File: config.mk
export PLATFORM = sky130hd
export DESIGN_NAME = phase_measurement_controller_flat
export DESIGN_NICKNAME = d
export VERILOG_FILES = /design/src/rtl/phase_measurement_controller_if.sv /design/src/rtl/phase_measurement_controller.sv /design/src/flat_wrapper.sv
export SDC_FILE = /design/constraint.sdc
export NUM_CORES = 1
export LEC_CHECK = 0
export ABC_AREA = 1
export ABC_CLOCK_PERIOD_IN_PS = 4200
export CORE_UTILIZATION = 55
export DETAILED_ROUTE_END_ITERATION = 8
export PLACE_DENSITY = 0.89
export SKIP_LAST_GASP = 1
export SLEW_MARGIN = 5
export SYNTH_ARGS = -nofsm -noshare
export SYNTH_HDL_FRONTEND = slang
export SYNTH_SLANG_ARGS = --single-unit
File: constraint.sdc
create_clock -name clk_0 -period 4.2 [get_ports clk_0]
set_input_delay 0.63 -clock clk_0 [delete_from_list [all_inputs] [get_ports clk_0]]
set_output_delay 0.63 -clock clk_0 [all_outputs]
set_load 0.02 [all_outputs]
File: src/rtl/phase_measurement_controller_if.sv
// Command, result and detector-side signals of the phase measurement controller.
// slave is the controller's view; master is the software/detector side.
interface phase_measurement_controller_if #(
  parameter int PHASE_COUNT_SIZE  = 6,
  parameter int CLK_0_COUNT_SIZE  = 6,
  parameter int SAMPLE_COUNT_SIZE = 8
);
  localparam int FW = PHASE_COUNT_SIZE + 3;
  localparam int AW = FW + SAMPLE_COUNT_SIZE;
  localparam int TW = CLK_0_COUNT_SIZE + PHASE_COUNT_SIZE + 4;

  logic                         cmd_start;
  logic [SAMPLE_COUNT_SIZE-1:0] cmd_num_samples;
  logic                         cmd_abort;
  logic                         cmd_ready;
  logic                         busy;
  logic                         det_rst;
  logic [TW-1:0]                phase_tag;
  logic                         phase_tag_valid;
  logic                         result_valid;
  logic                         result_ready;
  logic [AW-1:0]                result_sum;
  logic [FW-1:0]                result_min;
  logic [FW-1:0]                result_max;
  logic [SAMPLE_COUNT_SIZE-1:0] result_count;
  logic [1:0]                   result_status;

  modport slave (
    input  cmd_start, cmd_num_samples, cmd_abort,
    input  phase_tag, phase_tag_valid, result_ready,
    output cmd_ready, busy, det_rst, result_valid,
    output result_sum, result_min, result_max,
    output result_count, result_status
  );

  modport master (
    output cmd_start, cmd_num_samples, cmd_abort,
    output phase_tag, phase_tag_valid, result_ready,
    input  cmd_ready, busy, det_rst, result_valid,
    input  result_sum, result_min, result_max,
    input  result_count, result_status
  );
endinterface

File: src/rtl/phase_measurement_controller.sv
// Runs the phase detector through one N-sample measurement and
// returns sum/min/max of the decoded fine phase values.
module phase_measurement_controller #(
  parameter int PHASE_COUNT_SIZE  = 6,
  parameter int CLK_0_COUNT_SIZE  = 6,
  parameter int SAMPLE_COUNT_SIZE = 8,
  parameter int TIMEOUT_CYCLES    = 4096,
  parameter int FLUSH_CYCLES      = 4
) (
  input logic clk_0,
  input logic rst,
  phase_measurement_controller_if.slave bus
);
  localparam int P   = PHASE_COUNT_SIZE;
  localparam int C   = CLK_0_COUNT_SIZE;
  localparam int S   = SAMPLE_COUNT_SIZE;
  localparam int FW  = P + 3;
  localparam int AW  = FW + S;
  localparam int TW  = C + P + 4;
  localparam int TCW = $clog2(TIMEOUT_CYCLES);
  localparam int FCW = $clog2(FLUSH_CYCLES + 1);

  localparam logic [TCW-1:0] T_LAST = TCW'(TIMEOUT_CYCLES - 1);
  localparam logic [FCW-1:0] F_LAST = FCW'(FLUSH_CYCLES - 1);

  localparam logic [FW-1:0] F_POS = {1'b0, {(FW-1){1'b1}}};
  localparam logic [FW-1:0] F_NEG = {1'b1, {(FW-1){1'b0}}};

  localparam logic [2:0] S_IDLE  = 3'd0;
  localparam logic [2:0] S_FLUSH = 3'd1;
  localparam logic [2:0] S_DISC  = 3'd2;
  localparam logic [2:0] S_ACQ   = 3'd3;
  localparam logic [2:0] S_DONE  = 3'd4;

  localparam logic [1:0] ST_OK    = 2'b00;
  localparam logic [1:0] ST_TMO   = 2'b01;
  localparam logic [1:0] ST_ABORT = 2'b10;

  logic [2:0]            state_q;
  logic [FCW-1:0]        fcnt_q;
  logic [TCW-1:0]        tcnt_q;
  logic [S-1:0]          n_q;
  logic [S-1:0]          cnt_q;
  logic [S-1:0]          cnt_nxt;
  logic signed [AW-1:0]  sum_q;
  logic signed [FW-1:0]  min_q;
  logic signed [FW-1:0]  max_q;
  logic [1:0]            status_q;

  logic [P-1:0]          coarse;
  logic [1:0]            sph;
  logic [1:0]            eph;
  logic signed [FW-1:0]  fine;
  logic [AW-1:0]         fine_x;
  logic                  unused_start;

  // start_count carries no information for the fine phase
  assign unused_start = ^bus.phase_tag[TW-1:TW-C];

  assign coarse = bus.phase_tag[P+3:4];
  assign sph    = bus.phase_tag[3:2];
  assign eph    = bus.phase_tag[1:0];

  assign fine = $signed({1'b0, coarse, 2'b00})
              + $signed({{(FW-2){1'b0}}, sph})
              - $signed({{(FW-2){1'b0}}, eph});

  assign fine_x  = {{S{fine[FW-1]}}, fine};
  assign cnt_nxt = cnt_q + 1'b1;

  always_ff @(posedge clk_0) begin
    if (rst) begin
      state_q  <= S_IDLE;
      fcnt_q   <= '0;
      tcnt_q   <= '0;
      n_q      <= '0;
      cnt_q    <= '0;
      sum_q    <= '0;
      min_q    <= F_POS;
      max_q    <= F_NEG;
      status_q <= ST_OK;
    end else begin
      unique case (state_q)
        S_IDLE: begin
          if (bus.cmd_start) begin
            n_q      <= bus.cmd_num_samples;
            cnt_q    <= '0;
            sum_q    <= '0;
            fcnt_q   <= '0;
            tcnt_q   <= '0;
            min_q    <= F_POS;
            max_q    <= F_NEG;
            status_q <= ST_OK;
            if (bus.cmd_num_samples == '0) state_q <= S_DONE;
            else                           state_q <= S_FLUSH;
          end
        end
        S_FLUSH: begin
          if (bus.cmd_abort) begin
            state_q  <= S_DONE;
            status_q <= ST_ABORT;
          end else if (fcnt_q == F_LAST) begin
            state_q <= S_DISC;
          end else begin
            fcnt_q <= fcnt_q + 1'b1;
          end
        end
        S_DISC: begin
          if (bus.cmd_abort) begin
            state_q  <= S_DONE;
            status_q <= ST_ABORT;
          end else if (bus.phase_tag_valid) begin
            tcnt_q  <= '0;
            state_q <= S_ACQ;
          end else if (tcnt_q == T_LAST) begin
            state_q  <= S_DONE;
            status_q <= ST_TMO;
          end else begin
            tcnt_q <= tcnt_q + 1'b1;
          end
        end
        S_ACQ: begin
          if (bus.cmd_abort) begin
            state_q  <= S_DONE;
            status_q <= ST_ABORT;
          end else if (bus.phase_tag_valid) begin
            sum_q  <= sum_q + fine_x;
            cnt_q  <= cnt_nxt;
            tcnt_q <= '0;
            if (fine < min_q) min_q <= fine;
            if (fine > max_q) max_q <= fine;
            if (cnt_nxt == n_q) begin
              state_q  <= S_DONE;
              status_q <= ST_OK;
            end
          end else if (tcnt_q == T_LAST) begin
            state_q  <= S_DONE;
            status_q <= ST_TMO;
          end else begin
            tcnt_q <= tcnt_q + 1'b1;
          end
        end
        S_DONE: begin
          if (bus.result_ready) state_q <= S_IDLE;
        end
        default: state_q <= S_IDLE;
      endcase
    end
  end

  assign bus.cmd_ready     = (state_q == S_IDLE);
  assign bus.busy          = (state_q == S_FLUSH)
                          || (state_q == S_DISC)
                          || (state_q == S_ACQ);
  assign bus.det_rst       = !((state_q == S_DISC)
                          ||   (state_q == S_ACQ));
  assign bus.result_valid  = (state_q == S_DONE);
  assign bus.result_sum    = sum_q;
  // sentinels are meaningless without samples
  assign bus.result_min    = (cnt_q == '0) ? '0 : min_q;
  assign bus.result_max    = (cnt_q == '0) ? '0 : max_q;
  assign bus.result_count  = cnt_q;
  assign bus.result_status = status_q;
endmodule

File: src/flat_wrapper.sv
// flat-port wrapper written by rule: the top's interface ports become plain ports
module phase_measurement_controller_flat 
#(
  parameter int PHASE_COUNT_SIZE  = 6,
  parameter int CLK_0_COUNT_SIZE  = 6,
  parameter int SAMPLE_COUNT_SIZE = 8,
  parameter int TIMEOUT_CYCLES    = 4096,
  parameter int FLUSH_CYCLES      = 4
)
  (clk_0, rst, bus_cmd_start, bus_cmd_num_samples, bus_cmd_abort, bus_phase_tag, bus_phase_tag_valid, bus_result_ready, bus_cmd_ready, bus_busy, bus_det_rst, bus_result_valid, bus_result_sum, bus_result_min, bus_result_max, bus_result_count, bus_result_status);
  phase_measurement_controller_if #(.PHASE_COUNT_SIZE(PHASE_COUNT_SIZE), .CLK_0_COUNT_SIZE(CLK_0_COUNT_SIZE), .SAMPLE_COUNT_SIZE(SAMPLE_COUNT_SIZE)) bus_i ();
  input logic clk_0;
  input logic rst;
  input wire logic [$bits(bus_i.cmd_start)-1:0] bus_cmd_start;
  input wire logic [$bits(bus_i.cmd_num_samples)-1:0] bus_cmd_num_samples;
  input wire logic [$bits(bus_i.cmd_abort)-1:0] bus_cmd_abort;
  input wire logic [$bits(bus_i.phase_tag)-1:0] bus_phase_tag;
  input wire logic [$bits(bus_i.phase_tag_valid)-1:0] bus_phase_tag_valid;
  input wire logic [$bits(bus_i.result_ready)-1:0] bus_result_ready;
  output wire logic [$bits(bus_i.cmd_ready)-1:0] bus_cmd_ready;
  output wire logic [$bits(bus_i.busy)-1:0] bus_busy;
  output wire logic [$bits(bus_i.det_rst)-1:0] bus_det_rst;
  output wire logic [$bits(bus_i.result_valid)-1:0] bus_result_valid;
  output wire logic [$bits(bus_i.result_sum)-1:0] bus_result_sum;
  output wire logic [$bits(bus_i.result_min)-1:0] bus_result_min;
  output wire logic [$bits(bus_i.result_max)-1:0] bus_result_max;
  output wire logic [$bits(bus_i.result_count)-1:0] bus_result_count;
  output wire logic [$bits(bus_i.result_status)-1:0] bus_result_status;
  assign bus_i.cmd_start = bus_cmd_start;
  assign bus_i.cmd_num_samples = bus_cmd_num_samples;
  assign bus_i.cmd_abort = bus_cmd_abort;
  assign bus_i.phase_tag = bus_phase_tag;
  assign bus_i.phase_tag_valid = bus_phase_tag_valid;
  assign bus_i.result_ready = bus_result_ready;
  assign bus_cmd_ready = bus_i.cmd_ready;
  assign bus_busy = bus_i.busy;
  assign bus_det_rst = bus_i.det_rst;
  assign bus_result_valid = bus_i.result_valid;
  assign bus_result_sum = bus_i.result_sum;
  assign bus_result_min = bus_i.result_min;
  assign bus_result_max = bus_i.result_max;
  assign bus_result_count = bus_i.result_count;
  assign bus_result_status = bus_i.result_status;
  phase_measurement_controller #(.PHASE_COUNT_SIZE(PHASE_COUNT_SIZE), .CLK_0_COUNT_SIZE(CLK_0_COUNT_SIZE), .SAMPLE_COUNT_SIZE(SAMPLE_COUNT_SIZE), .TIMEOUT_CYCLES(TIMEOUT_CYCLES), .FLUSH_CYCLES(FLUSH_CYCLES)) u_core (.clk_0(clk_0), .rst(rst), .bus(bus_i));
endmodule
==> flow_summary.ini <==
[floorplan]
io-pin-count = 79
die_h_um = 97.2
rows = 34
dieWidth_um = 97.2
die-area_um2 = 9450
start_util_pct = 56.9
core_area_um2 = 8760

[cts]
cts-root-buf = sky130_fd_sc_hd__clkbuf_8
tritoncts.num_buffers = 9
cts_tree = done
cts_max_level = 3
hold_buffers = 0
post_cts.resized_instances = 0
clock_network_latency_to_the_later_pin_of_the_worst_skew_pair_ps = 360
max-clock-path-buffers = 2
cts.repair_timing.setup_buffer_count = 0
cts_sinks = 71
clk_pin_slew_ps = 80

[final_layout]
diodes = 0
fin_area_um2 = 6010
synthToLayoutAreaGrowth_pct = 20.6
nets = 919
fin_util_pct = 68.6
drive_above_1_share_pct = 6.35

[critical_path]
critPathBufInv = 5
cp_slowest_stage_delay_ps = 490
critPathLaunchType = input pin
worst_r2r_startpoint = u_core.state_q[2]
worstPathArrival_ps = 4010
ff2ff_path_depth = 8
r2r_end = u_core.bus.result_count[0]
cp_data_required_time_ps = 4410
critPathMaxFanout = 10
critical_path.top_delay_family = simple AND/OR/NAND/NOR gates
reg2reg_slack_ps = 2120
critical_path_class = in2reg
crit_chain = clkdlybuf4s50_1 > ha_1 > inv_1 > fa_1 > inv_1 > nand2_1 > nor3_1 > nand3_1 > inv_1 > ha_1 > a21oi_1 > o21a_1 > nand3_1 > nand2_1 > inv_1 > o21ai_2 > nand2_1 > nand2_1 > nand3_1
setup.worst_path.end_class = flip-flop
slowest_cell_on_crit_path = sky130_fd_sc_hd__clkdlybuf4s50_1

[yosys]
yosys_register_bits = 71
synth_seq_area_share_pct = 28.5
synth-xor-area-share_pct = 1.40
synthesis.instances = 771
synthesis.area_um2 = 4990
synth_compound_area_share_pct = 14.1
total_number_of_yosys_warnings = 0
synth_nets = 844
synth_simple_gate_area_share_pct = 35.5
post_synth_fa_ha_maj_area_fraction_pct = 11.1
count_of_unique_library_cells_instantiated_by_yosys = 40
syn_area_per_cell_um2 = 6.47
synthMuxAreaShare_pct = 0
synth_top_family_by_area = simple AND/OR/NAND/NOR gates

[grt]
grt_max_degree = 39
grt_pass1_vias = 5252
grt_use_total_pct = 28.3
antenna_violations_before_repair = 0
first_pass_grt_wire_length_um = 22500
grt-ovfl-total = 0

[detailed_routing]
detail_route.iter0.violations = 347
route.detailed.drc = 0
via_count = 5404
route.detailed.wl_per_inst_um = 13.6
antenna_violating_nets_remaining = 0
drt_wl_total_um = 13100
drt-vias-per-instance = 5.64
first_pass_iters = 5

[timing]
fin_worst_skew_ps = 11.3
worst_pin_slew_ps = 813
post_route_worst_setup_slack_ps = 405
slew_violations = 0
report.final.setup_viol = 0
max-slew-margin-rel_pct = 45.7
min_period_ps = 3800
achievable-frequency_ghz = 0.263
rsz0062_at_grt = false
timing_hold_violations_final = 0
layout_worst_path_cycle_share_pct = 90.4
setup-tns-final_ps = 0

[outcome]
result_of_the_run = finished clean

[power]
irDropWorstVdd_mv = 0.202
p_leak_nw = 2.69
power_density_normalized_to_cell_area_nw_per_um2 = 375

[placed_design]
preCtsSetupSlack_ps = 64.4
port_buffers = 72
dp_hpwl_um = 9910
postPlaceCellArea_um2 = 5830
gp_congestion = 0.922

[worst_hold_path]
hold_path.class = reg2reg
worstHoldEndpoint = u_core.tcnt_q[10]
worstHoldPathCells = 2
holdCritStartpoint = u_core.tcnt_q[10]

[job]
timing.max_cap.violations = 0
[Yosys cell counts (all sizes together)]
| cell type | number | area, um2 |
|---|---|---|
| or2 | 6 | 37.5 |
| inv | 106 | 398 |
| nor2 | 95 | 394 |
| o31ai | 2 | 15.0 |
| dfxtp | 71 | 1420 |
| a221oi | 1 | 8.76 |
| o211ai | 2 | 15.0 |
| nor3b | 1 | 7.51 |
| o22ai | 4 | 25.0 |
| a21o | 4 | 30.0 |
| buf | 5 | 32.5 |
| xnor2 | 2 | 17.5 |
| o21bai | 1 | 7.51 |
| o21a | 4 | 30.0 |
| xor2 | 6 | 52.6 |
| nand3b | 4 | 30.0 |
| nand2 | 188 | 728 |
| nor4 | 2 | 18.8 |
| fa | 2 | 40.0 |
| clkbuf | 10 | 37.5 |
| o21ai | 27 | 154 |
| and2 | 1 | 6.26 |
| a21oi | 79 | 395 |
| a31oi | 2 | 12.5 |
| ha | 41 | 513 |
| a32oi | 1 | 8.76 |
| nor3 | 14 | 70.1 |
| nand3 | 74 | 380 |
| nand4 | 16 | 100 |
[flip-flops by register name, summed over array words and instances (netlist names)]
register and cells:
u_core.bus.result_status 2, u_core.min_q 9, u_core.bus.result_sum 17, u_core.state_q 3, u_core.bus.result_count 8, u_core.fcnt_q 3
u_core.tcnt_q 12, u_core.n_q 8, u_core.max_q 9
[cells in the final DEF (no fill, tap or decap), drive strengths merged, types with 4 or more instances in the layout]
cell           instances
clkbuf                 9
nand4                 16
inv                  106
ha                    41
buf                    7
nand2                188
clkinv                 6
clkdlybuf4s50         72
dfxtp                 71
a21oi                 79
a21o                   4
o22ai                  4
o21a                   4
nand3b                 4
or2                    6
nor2                  95
xor2                   6
nand3                 74
o21ai                 27
nor3                  14
[layout make-up]
type,instances,area (um2)
inverters,106,398
flip-flops and latches,71,1420
clock inverters,7,63.8
clock buffers,9,124
multi-input cells,579,3100
fillers,749,2750
repair buffers,79,773
well taps,108,135
[routing by layer]
metal,GRT usage [%],share of wire (%)
met5,0,0
met4,12.1,2.6
met3,5.11,7.2
met2,50.0,48
met1,33.6,42
[per-stage QoR]
| stage | hold slack, ps | std cells | total power, W |
|---|---|---|---|
| 2_1_floorplan | 421 | 771 | 0.00147 |
| 5_1_grt | 495 | 959 | 0.00242 |
| 3_5_place_dp | 442 | 943 | 0.00171 |
| 4_1_cts | 459 | 959 | 0.00225 |
| 3_3_place_gp | 433 | 943 | 0.00167 |
| 6_report | 458 | 959 | 0.00226 |
[worst max path at each step]
stage / startpoint / endpoint / slack, ps / cells after the start
floorplan: bus_phase_tag[2] / u_core.min_q[8] / 770 / 19
global placement: bus_phase_tag[0] / u_core.min_q[8] / 220 / 20
detailed placement: bus_phase_tag[0] / u_core.min_q[5] / 60 / 19
CTS: bus_phase_tag[0] / u_core.min_q[5] / 410 / 19
global route: bus_phase_tag[0] / u_core.bus.result_sum[14] / 90 / 19
finish: bus_phase_tag[0] / u_core.min_q[3] / 400 / 19
[cells by family (layout without fill, tap and decap cells)]
| logic type | count (synthesis) | count (layout) |
|---|---|---|
| simple gates | 401 | 401 |
| compound gates | 127 | 127 |
| fa+ha+maj | 43 | 43 |
| buf+inv | 121 | 201 |
| xor+xnor | 8 | 8 |
| flops | 71 | 71 |
[worst register-to-register path, cell delays in order, from the launching register on]
cell                      delay (ps)
sky130_fd_sc_hd__dfxtp_1         490
sky130_fd_sc_hd__inv_2           110
sky130_fd_sc_hd__nand3_2         180
sky130_fd_sc_hd__nor2_4           60
sky130_fd_sc_hd__inv_2           190
sky130_fd_sc_hd__nand2_1         110
sky130_fd_sc_hd__inv_1           550
sky130_fd_sc_hd__o21ai_0         160
sky130_fd_sc_hd__a21oi_1         160
[power by group]
part / internal (W) / switching, W
combinational: 0.000313 / 0.000583
sequential: 0.000757 / 0.0000607
clock: 0.000270 / 0.000271
(Power assumes the default switching activity.)
